$ cat src/rtl/approx_mult_err_monitor.sv
// Error-statistics monitor for an unsigned WIDTH x WIDTH approximate multiplier.
// Each accepted beat carries the operands and the multiplier's product. The
// block recomputes the exact product and accumulates error statistics over a
// window of num_samples beats.
//
// state | meaning
// ------+-----------------------------------------------------------
// IDLE  | after reset, waiting for start, in_ready low
// RUN   | accepting beats until the window count is exhausted
// DRAIN | window closed, last sample still in the pipeline
// DONE  | statistics final and held, start re-arms a new window
module approx_mult_err_monitor #(
  parameter int WIDTH = 8,
  parameter int CNT_W = 17,
  parameter int ACC_W = 33
) (
  input  logic               clk,
  input  logic               rst_n,
  input  logic               start,
  input  logic [CNT_W-1:0]   num_samples,
  input  logic               in_valid,
  output logic               in_ready,
  input  logic [WIDTH-1:0]   x,
  input  logic [WIDTH-1:0]   y,
  input  logic [2*WIDTH-1:0] z,
  output logic               busy,
  output logic               done,
  output logic [CNT_W-1:0]   err_cnt,
  output logic [CNT_W-1:0]   over_cnt,
  output logic [ACC_W-1:0]   sum_ed,
  output logic [2*WIDTH-1:0] max_ed,
  output logic               sum_sat
);

  localparam int PW = 2 * WIDTH;

  typedef enum logic [1:0] {IDLE, RUN, DRAIN, DONE} state_t;

  state_t             state_q, state_d;
  logic [CNT_W-1:0]   remaining_q, remaining_d;
  logic               s1_valid_q, s1_valid_d;
  logic [PW-1:0]      s1_exact_q, s1_exact_d;
  logic [PW-1:0]      s1_z_q, s1_z_d;
  logic [CNT_W-1:0]   err_cnt_q, err_cnt_d;
  logic [CNT_W-1:0]   over_cnt_q, over_cnt_d;
  logic [ACC_W-1:0]   sum_ed_q, sum_ed_d;
  logic [PW-1:0]      max_ed_q, max_ed_d;
  logic               sum_sat_q, sum_sat_d;

  logic               hs;
  logic               clear_stats;
  logic [PW-1:0]      ed;
  logic               gt;
  logic [ACC_W:0]     sum_wide;

  assign in_ready = (state_q == RUN);
  assign hs       = in_valid & in_ready;
  assign busy     = (state_q == RUN) || (state_q == DRAIN);
  assign done     = (state_q == DONE);
  assign err_cnt  = err_cnt_q;
  assign over_cnt = over_cnt_q;
  assign sum_ed   = sum_ed_q;
  assign max_ed   = max_ed_q;
  assign sum_sat  = sum_sat_q;

  // Window sequencing: start handling, sample countdown and drain detection.
  always_comb begin
    state_d     = state_q;
    remaining_d = remaining_q;
    clear_stats = 1'b0;
    case (state_q)
      IDLE, DONE: begin
        if (start) begin
          clear_stats = 1'b1;
          if (num_samples != '0) begin
            remaining_d = num_samples;
            state_d     = RUN;
          end else begin
            state_d = DONE;
          end
        end
      end
      RUN: begin
        if (hs) begin
          remaining_d = remaining_q - CNT_W'(1);
          if (remaining_q == CNT_W'(1)) state_d = DRAIN;
        end
      end
      DRAIN: begin
        // S1 empties on this edge while S2 folds its sample into the
        // statistics, so DONE and the final statistics appear together.
        if (!s1_valid_d) state_d = DONE;
      end
      default: state_d = IDLE;
    endcase
  end

  // Stage 1 captures the exact product and the approximate one on handshake.
  always_comb begin
    s1_valid_d = hs;
    s1_exact_d = s1_exact_q;
    s1_z_d     = s1_z_q;
    if (hs) begin
      s1_exact_d = PW'(x) * PW'(y);
      s1_z_d     = z;
    end
  end

  // Stage 2 scores the captured sample and updates the window statistics.
  always_comb begin
    gt         = (s1_z_q > s1_exact_q);
    ed         = gt ? (s1_z_q - s1_exact_q) : (s1_exact_q - s1_z_q);
    sum_wide   = {1'b0, sum_ed_q} + (ACC_W+1)'(ed);
    err_cnt_d  = err_cnt_q;
    over_cnt_d = over_cnt_q;
    sum_ed_d   = sum_ed_q;
    max_ed_d   = max_ed_q;
    sum_sat_d  = sum_sat_q;
    if (clear_stats) begin
      err_cnt_d  = '0;
      over_cnt_d = '0;
      sum_ed_d   = '0;
      max_ed_d   = '0;
      sum_sat_d  = 1'b0;
    end else if (s1_valid_q) begin
      if (ed != '0) err_cnt_d = err_cnt_q + CNT_W'(1);
      if (gt) over_cnt_d = over_cnt_q + CNT_W'(1);
      if (ed > max_ed_q) max_ed_d = ed;
      if (sum_wide[ACC_W]) begin
        sum_ed_d  = '1;
        sum_sat_d = 1'b1;
      end else begin
        sum_ed_d = sum_wide[ACC_W-1:0];
      end
    end
  end

  // All state registers; reset discards any in-flight sample.
  always_ff @(posedge clk) begin
    if (!rst_n) begin
      state_q     <= IDLE;
      remaining_q <= '0;
      s1_valid_q  <= 1'b0;
      s1_exact_q  <= '0;
      s1_z_q      <= '0;
      err_cnt_q   <= '0;
      over_cnt_q  <= '0;
      sum_ed_q    <= '0;
      max_ed_q    <= '0;
      sum_sat_q   <= 1'b0;
    end else begin
      state_q     <= state_d;
      remaining_q <= remaining_d;
      s1_valid_q  <= s1_valid_d;
      s1_exact_q  <= s1_exact_d;
      s1_z_q      <= s1_z_d;
      err_cnt_q   <= err_cnt_d;
      over_cnt_q  <= over_cnt_d;
      sum_ed_q    <= sum_ed_d;
      max_ed_q    <= max_ed_d;
      sum_sat_q   <= sum_sat_d;
    end
  end

endmodule

$ cat config.mk
export PLATFORM = sky130hd
export DESIGN_NAME = approx_mult_err_monitor
export DESIGN_NICKNAME = d
export VERILOG_FILES = /design/src/rtl/approx_mult_err_monitor.sv
export SDC_FILE = /design/constraint.sdc
export NUM_CORES = 1
export LEC_CHECK = 0
export ABC_AREA = 1
export CORE_UTILIZATION = 37
export DETAILED_ROUTE_END_ITERATION = 8
export GPL_ROUTABILITY_DRIVEN = 1
export SYNTH_ARGS = -nofsm -noshare
export SYNTH_HDL_FRONTEND = slang
export SYNTH_SLANG_ARGS = --single-unit
$ cat constraint.sdc
create_clock -name clk -period 5.8 [get_ports clk]
set_input_delay 1.16 -clock clk [delete_from_list [all_inputs] [get_ports clk]]
set_output_delay 1.16 -clock clk [all_outputs]
set_load 0.005 [all_outputs]
==> qor.txt <==
FINAL LAYOUT
--------------------------------------------------------------------------------------------------
Count of fill cells added during filler insertion ...................................         3235
Final cell count without fillers ....................................................         2313
Ant. Diodes .........................................................................            0
Fin area ............................................................................  0.0140 mm^2
Fraction of layout instances using a drive strength above 1 .........................        5.48%
Area Growth Syn to Fin ..............................................................        19.9%
Count of nets after finishing .......................................................         2103

LOGIC SYNTHESIS
--------------------------------------------------------------------------------------------------
Sequential fraction of the synthesis area ...........................................        23.2%
Yosys reg bits ......................................................................          136
Simple-gate area share of the yosys netlist .........................................        27.4%
Most frequently used flop master after synthesis ....................................      dfxtp_1
Count of yosys warnings during synthesis ............................................            0
List of most frequent post-synthesis cells .......................................... nand2_1 (443), inv_1 (326), a21oi_1 (157)
Post-synthesis instance area ........................................................  0.0117 mm^2
Cell count after synthesis ..........................................................         1785
Combinational family with the most area after synthesis ............................. simple AND/OR/NAND/NOR gates
Number of enable-type register cells in the synthesized netlist .....................            0
Mux share of post-synthesis cell area ...............................................           0%
Area fraction of the dominant cell type after synthesis .............................        23.2%
Biggest area contributors in the synthesized netlist ................................ dfxtp_1 (23%), nand2_1 (14%), ha_1 (11%)
Post-Synth XOR/XNOR Area ............................................................        3.51%
Adder-Cell Fraction of Synth Area ...................................................        18.1%
Net count after synthesis ...........................................................         1984
Compound-Gate Fraction of Synth Area ................................................        14.8%
Most numerous cell in the Yosys netlist .............................................      nand2_1
Async S/R FF share, synth ...........................................................           0%
Average size of a mapped cell .......................................................    6.56 um^2
Synth unique cells ..................................................................           52
Cell taking the most area after synthesis ...........................................      dfxtp_1

GRT
--------------------------------------------------------------------------------------------------
First-pass GRT wire length ..........................................................     52100 um
Number of global-route vias before repair ...........................................        10600
Antenna violations before repair ....................................................            0
Largest net degree at the start of global routing ...................................           47
Final global-route overflow total ...................................................            0
Overall Global Routing Usage ........................................................        19.5%

ROUTING
--------------------------------------------------------------------------------------------------
Number of detailed-routing iterations run before antenna repair .....................            9
Overall routed net length ...........................................................     30800 um
Routed wirelength normalized by instance count ......................................      13.3 um
Residual DRC ........................................................................           10
Starting DRC count in detailed routing ..............................................          530
Routed via count ....................................................................        11100
Via density per instance ............................................................         4.80
Antenna violation net count after detailed routing ..................................            0

SETUP PATH
--------------------------------------------------------------------------------------------------
Data required time of the worst path ................................................      6.12 ns
Launch instance of the worst register-to-register path ..............................    s1_z_q[0]
WS Path Type ........................................................................       in2reg
Depth of the most critical reg-to-reg path ..........................................           27
Worst Path Arrival ..................................................................      5.60 ns
Type of element capturing the critical path .........................................    flip-flop
Worst Setup Start Kind ..............................................................    input pin
Highest fanout seen on the critical path ............................................            8
FF-to-FF setup slack ................................................................      1.08 ns
Reg2Reg Capture Point ...............................................................   sum_ed[20]

TIMING
--------------------------------------------------------------------------------------------------
TNS Setup ...........................................................................         0 ns
Slew at the pin with the worst max-slew slack .......................................     0.995 ns
Clock skew ..........................................................................    0.0173 ns
Number of setup violations in the final report ......................................            0
Total count of hold-check failures in the final report ..............................            0
Unrepaired setup endpoints after global routing .....................................        false
Number of slew-limit violations in the final report .................................            0
Maximum clock frequency .............................................................      189 MHz
Shortest period the worst path allows ...............................................      5.28 ns
Post-route fraction of the period consumed by the critical path .....................        91.1%
Minimum hold slack ..................................................................     0.457 ns
Worst setup slack after layout ......................................................     0.518 ns
Normalized max-slew margin ..........................................................        33.5%

PLACED DESIGN
--------------------------------------------------------------------------------------------------
Placement Setup Slack ...............................................................    0.0771 ns
Number of placed cells counting well taps ...........................................         2281
DPL Wire Length .....................................................................     24500 um
Routability congestion estimate .....................................................        0.884
Total cell area at the placement stage ..............................................  0.0135 mm^2
Buffers added on ports ..............................................................          139

CLOCK TREE
--------------------------------------------------------------------------------------------------
Total number of H-tree levels .......................................................            4
Num CTS Buffers .....................................................................           17
Number of buffers between clock root and the deepest sink ...........................            2
Hold-fix buffer count after cts .....................................................            0
TritonCTS clock tree ................................................................         done
CTS sink count ......................................................................          136
Number of setup buffers added after CTS .............................................            0
Buffer type at the clock tree root ..................................................    clkbuf_16
Clock transition time at the flip-flop clock pins of the worst setup and hold paths .      0.08 ns
Clock insertion delay at the later pin of the skew report ...........................      0.43 ns
Resize count post-CTS ...............................................................            0

DIE
--------------------------------------------------------------------------------------------------
Initial standard-cell utilization of the core .......................................        38.0%
Standard-cell row count .............................................................           64
Core Footprint ......................................................................  0.0308 mm^2
Die Area ............................................................................  0.0324 mm^2
Vertical extent of the die ..........................................................       180 um
I/O pin count .......................................................................          140
Horizontal die dimension ............................................................       180 um

MIN PATH
--------------------------------------------------------------------------------------------------
Tightest Hold Check Type ............................................................      reg2reg
Worst Hold Launch ...................................................................      sum_sat
Number of cells on the worst hold path ..............................................            2
Endpoint with the worst hold slack ..................................................      sum_sat

POWER AND IR DROP
--------------------------------------------------------------------------------------------------
Largest vdd supply drop .............................................................       362 uV
Leak pwr ............................................................................   0.00683 uW
Pwr dens ............................................................................  577 mW/mm^2

RUN STATUS
--------------------------------------------------------------------------------------------------
Result of the run ................................................................... finished with violations
Violations in the final reports .....................................................          DRC

FLOW RUN
--------------------------------------------------------------------------------------------------
Number of violations of the max-capacitance limit ...................................            0

layout make-up:
type                       instances  area, um^2  share of cell area, %
inverter                         342        1290                   9.17
tap                              396         495                   3.53
clock inverter                    14         130                  0.927
timing repair buffer             153        1500                   10.7
sequential                       136        2720                   19.4
clock buffer                      18         439                   3.13
multi-input combinational       1254        7470                   53.2
logic make-up after synthesis:
family	Yosys count
AND/OR/NAND/NOR	736
buffers and inverters	395
AO/OA/AOI/OAI	325
adder cells (fa/ha/maj)	146
flip-flops	136
XOR/XNOR	47
flip-flops by register name, summed over array words and instances, names as in the netlist:
register     flops
err_cnt         17
s1_z_q          16
over_cnt        17
state_q          2
sum_sat          1
s1_valid_q       1
sum_ed          33
s1_exact_q      16
max_ed          16
remaining_q     17
cell usage in the layout (no fill, tap or decap), types with 4 or more instances in the layout:
cell / Yosys / routed
inv_2: 12 / 13
inv_1: 326 / 325
nand2_4: 5 / 5
nand2_2: 14 / 14
a31oi_1: 8 / 8
nand3_2: 7 / 7
nor3_1: 22 / 22
nand4_1: 22 / 22
fa_1: 39 / 39
o21ai_0: 131 / 131
dfxtp_1: 136 / 136
clkdlybuf4s50_1: 0 / 139
nand3b_1: 4 / 4
nor4_1: 7 / 7
buf_4: 1 / 14
ha_1: 107 / 107
nor2_1: 113 / 113
nand3_1: 79 / 79
nand2_1: 443 / 443
nor2_2: 6 / 6
o21bai_1: 5 / 5
clkbuf_16: 0 / 17
xor2_1: 32 / 32
a21oi_1: 157 / 157
inv_6: 0 / 6
xnor2_1: 15 / 15
stage by stage:
stage	util [%]	power (uW)
floorplan	-	5680
finish	45.5	8100
CTS	45.5	8140
detailed placement	43.7	7000
global route	45.5	9040
global placement	43.7	6910
routing by layer:
metal / vias up / global-route usage, % / wire length (um)
met5: - / 0 / 0
met2: 191 / 33.2 / 14200
met4: 0 / 4.90 / 352
met3: 24 / 2.23 / 1020
li1: 5879 / - / -
met1: 5013 / 26.2 / 15200
worst max-delay path by stage:
stage	startpoint	to
after floorplan	x[1]	s1_exact_q[13]
after global placement	y[3]	s1_exact_q[13]
after detailed placement	x[3]	s1_exact_q[13]
after CTS	x[3]	s1_exact_q[13]
after global routing	x[3]	s1_exact_q[13]
final	y[3]	s1_exact_q[13]
where the power goes:
group | switching (uW) | internal (uW)
Clock | 513 | 579
Sequential | 110 | 1070
Combinational | 3810 | 2020
Total | 4430 | 3670
worst max-delay path, stage by stage:
cell and delay (ns):
clkdlybuf4s50_1 0.68, nand2_1 0.13, fa_1 0.44, fa_1 0.56
fa_1 0.44, fa_1 0.54, inv_1 0.04, ha_1 0.34
nand2_1 0.06, o21ai_0 0.21, a21boi_0 0.16, o21ai_0 0.31
nand2_1 0.09, a21oi_1 0.17, xor2_1 0.08, o21ai_0 0.14
inv_1 0.05
No activity file was read; power rests on OpenSTA's default activity.
==> RTL change 1 (same flow settings) <==
Reset style: asynchronous (`rst_n`), changed in one clocked block.
--- a/src/rtl/approx_mult_err_monitor.sv
+++ b/src/rtl/approx_mult_err_monitor.sv
@@ -136,7 +136,7 @@
   end
 
   // All state registers; reset discards any in-flight sample.
-  always_ff @(posedge clk) begin
+  always_ff @(posedge clk or negedge rst_n) begin
     if (!rst_n) begin
       state_q     <= IDLE;
       remaining_q <= '0;
Behaviour: differs if rst_n is asserted again (counterexample within 4 cycles, from zero or initial values and one cycle with rst_n low); with rst_n held inactive, the same outputs for 4 cycles.
==> RTL change 1 against the unedited design <==
  * Clock skew decreased by 2.9 ps
  * Critical endpoint is now s1_exact_q[15]
  * Sequential cell count unchanged
  * Sequential share of layout area increased by 4.0 points
  * Global-route usage increased by 0.88 points
  * Routed wire length increased by 6.1%
  * Design area increased by 3.6%
  * Synthesized area increased by 3.6%
  * Power increased by 10%
  * Largest cell class unchanged
  * Via count increased by 2.1%
  * Worst setup slack improved by 14 ps
==> RTL change 1: results (changes against the unedited design) <==
r2r endpoint max_ed[1]; WL met2 15100 microns (+6.6%); Detailed Place HPWL 25400 microns (+4.0%); most frequent cells after synthesis nand2_1 (486), inv_1 (307), dfrtp_1 (136); met1 WL 15700 microns (+3.2%); count of unique library cells instantiated by Yosys 51 (-1.9%); DRT iter0 DRCs 639 (+21%); fraction of layout cells with a size suffix above 1 0.0416 (-0.0132); DR top layer met4; drt pass-1 iters 5 (-4); ys async rst share 1.00 (+1.00); worst hold start sum_sat; status complete, no violations; WP data arrival 5570 ps (-30 ps); Critical Path Max Stage Delay 660 ps (-20 ps); pin count of the biggest net entering global routing 87 (+85%); Tot GR Track Use 0.204 (+0.00881); Layout Nets 2061 (-2.0%); Leakage Power 7.36 nW (+7.8%); Clock Tree Buf Depth 2 (unchanged); pre-CTS setup slack 84.8 ps (+7.76 ps); Synth area leaders dfrtp_1 (28%), nand2_1 (15%), ha_1 (11%); flop-to-flop setup slack 1210 ps (+130 ps); CTS clock-pin slew for the worst setup and hold paths 70 ps; maximum VDD drop 0.000435 V (+20%); worst reg-to-reg path cell count 24 (-11%); max frequency 0.190 GHz (+0.27%); syn nets 1942 (-2.1%); worst hold path stage count 2 (unchanged); crit path to s1_exact_q[15]; sequential-to-total area share from yosys stat 0.280 (+0.0479); Vias/cell 4.91 (+2.2%); reg2reg start s1_z_q[0]; max_slew headroom 0.393 (+0.0577); vias in the first global route 11.0k (+3.6%); I/O Buffers 139 (unchanged); Hold WS 491 ps (+34.3 ps); metal3 WL 1380 microns (+35%); WL/cell 14.1 microns (+6.2%); RePlAce Congestion 0.889 (+0.59%); Hold Path Sink sum_sat; first-pass GRT wire length 55100 microns (+5.7%); CP startpoint y[4]; final clock skew 14.4 ps (-2.88 ps)
[RTL change 1: changes by cell type after synthesis, moves of 19 or more]
cell / before / now
dfxtp_1: 136 / 0
a21oi_1: 157 / 98
inv_1: 326 / 307
nand2_1: 443 / 486
nor2_1: 113 / 90
nand3_1: 79 / 100
dfrtp_1: 0 / 136
[RTL change 1: logic make-up (layout without fill, tap and decap cells)]
logic type | count (synthesis) | in the layout | share of synthesized area
xor gates and xnor gates | 43 | 43 | 0.0310
DFF | 136 | 136 | 0.280
adders and majority gates | 146 | 146 | 0.175
and+or+nand+nor | 769 | 769 | 0.269
buffers and inverters | 363 | 495 | 0.115
AOI/OAI and AO/OA | 286 | 286 | 0.130
[RTL change 1: report_power, final]
part           internal, W  switching, W  leakage (nW)
logic              0.00225       0.00419          5.27
registers          0.00120      0.000191          1.79
clock network     0.000646      0.000466         0.294
total              0.00410       0.00485          7.36
[RTL change 1: through the flow]
step | instance area, sq um | util | total power, W | std cells
floorplan | 12100 | - | 0.00621 | 1743
global placement | 14000 | 0.438 | 0.00771 | 2278
detailed placement | 14000 | 0.438 | 0.00781 | 2278
CTS | 14500 | 0.456 | 0.00897 | 2310
global route | 14500 | 0.456 | 0.00998 | 2310
finish | 14500 | 0.456 | 0.00895 | 2310
[RTL change 1: area by class of cell]
| type | count | area [sq um] |
|---|---|---|
| clock buffers | 22 | 484 |
| multi-input cells | 1244 | 7340 |
| repair buffers | 153 | 1500 |
| inverters | 310 | 1160 |
| flip-flops and latches | 136 | 3400 |
| well taps | 435 | 544 |
| clock inverters | 10 | 108 |
| fillers | 3290 | 17300 |
[RTL change 1: routing by layer]
metal  vias to the layer above  track usage
met5                         -            0
met4                         0       0.0573
met3                        37       0.0280
met2                       255        0.338
met1                      5250        0.277
li1                       5800            -
==> RTL change 2 (same settings) <==
Made on the original files. Set the parameter `WIDTH` to 9 (it was 8).
--- a/src/rtl/approx_mult_err_monitor.sv
+++ b/src/rtl/approx_mult_err_monitor.sv
@@ -10,7 +10,7 @@
 // DRAIN | window closed, last sample still in the pipeline
 // DONE  | statistics final and held, start re-arms a new window
 module approx_mult_err_monitor #(
-  parameter int WIDTH = 8,
+  parameter int WIDTH = 9,
   parameter int CNT_W = 17,
   parameter int ACC_W = 33
 ) (
Ports: changed (resized max_ed, x, y and z); port bits go from 140 to 146. No check against the original RTL was run, so the function may have changed too.
==> RTL change 2 against the unedited design <==
  * Count of clock-buffer cells in the layout is 1 higher
  * Critical path depth is 4 higher
  * Non-clock buffer count is 19 higher
  * Register-to-register slack worse by 240 ps
  * Power is 17% higher
  * Utilization is 0.85 points lower
  * Synthesized area is 10% higher
  * Routed wire length is 16% higher
  * Combinational power is 22% higher
  * Sequential cell count is 6 higher
  * Clock skew is 1.3 ps lower
  * Design area is 9.7% higher
  * Die area is 10% higher
  * Worst setup slack worse by 100 ps
  * Critical path type unchanged
==> RTL change 2: results (changes against the unedited design) <==
Leakage Power 7.40 nW (+8.4%); FILL cells 3526 (+9.0%); maximum VDD drop 0.000342 V (-5.4%); DRT iter0 DRCs 669 (+26%); Hold Path Sink over_cnt[16]; syn nets 2192 (+10%); pre-CTS setup slack -52.7 ps (-130 ps); met1 WL 17000 microns (+11%); sequential-to-total area share from yosys stat 0.220 (-0.0126); drt pass-1 iters 5 (-4); GR Layer Usage met3 0.0247 (+0.00237); CTS clock-pin slew for the worst setup and hold paths 60 ps (-20 ps); r2r endpoint sum_ed[30]; flop-to-flop setup slack 840 ps (-240 ps); Vias/cell 4.86 (+1.2%); metal3 WL 1390 microns (+36%); met1 GRT Util 0.270 (+0.00822); RePlAce Congestion 0.922 (+4.4%); most frequent cells after synthesis nand2_1 (473), inv_1 (360), a21oi_1 (169); DP Cell Count 2523 (+11%); worst hold start over_cnt[16]; status complete, no violations; vias in the first global route 11.9k (+12%); worst reg-to-reg path cell count 23 (-15%); Synth Instances 1965 (+10%); WL met2 16600 microns (+17%); final clock skew 16.0 ps (-1.33 ps); CP max FO 9 (+1)
[RTL change 2: cell type report]
cell class	count	area [sq um]	share of cell area
Clock buffer	19	453	0.0294
Clock inverter	12	110	0.00715
Inverter	371	1390	0.0904
Multi-Input combinational cell	1383	8380	0.544
Sequential cell	142	2840	0.185
Tap cell	455	569	0.0370
Timing Repair Buffer	172	1650	0.107
[RTL change 2: stage by stage]
stage               total power, W  utilization  setup TNS [ps]  area [sq um]
floorplan                  0.00662            -               0         12900
finish                     0.00945        0.447               0         15400
CTS                        0.00948        0.447               0         15400
global placement           0.00827        0.431               0         14800
detailed placement         0.00838        0.431           -52.7         14800
global route                0.0105        0.447               0         15400
[RTL change 2: logic make-up (layout without fill, tap and decap cells)]
| family | after synthesis | after routing | share of synthesized area |
|---|---|---|---|
| simple gates | 803 | 803 | 0.271 |
| fa+ha+maj | 170 | 170 | 0.195 |
| xor+xnor | 54 | 54 | 0.0366 |
| buf+inv | 440 | 574 | 0.133 |
| flops | 142 | 142 | 0.220 |
| compound gates | 356 | 356 | 0.145 |
[RTL change 2: worst max-delay path by stage]
stage | from | to | slack, ps | cells after the start
4_1_cts | x[2] | s1_exact_q[16] | 440 | 21
3_3_place_gp | x[4] | s1_exact_q[16] | 60 | 21
6_report | x[4] | s1_exact_q[16] | 420 | 21
3_5_place_dp | x[2] | s1_exact_q[16] | -50 | 21
2_1_floorplan | y[2] | s1_exact_q[16] | 580 | 19
5_1_grt | x[4] | s1_exact_q[13] | 50 | 20
[RTL change 2: power by group]
group          leakage, nW  internal (W)  switching [W]
clock network        0.268      0.000611       0.000446
logic                 5.98       0.00245        0.00469
registers             1.15       0.00113       0.000131
total                 7.40       0.00419        0.00527
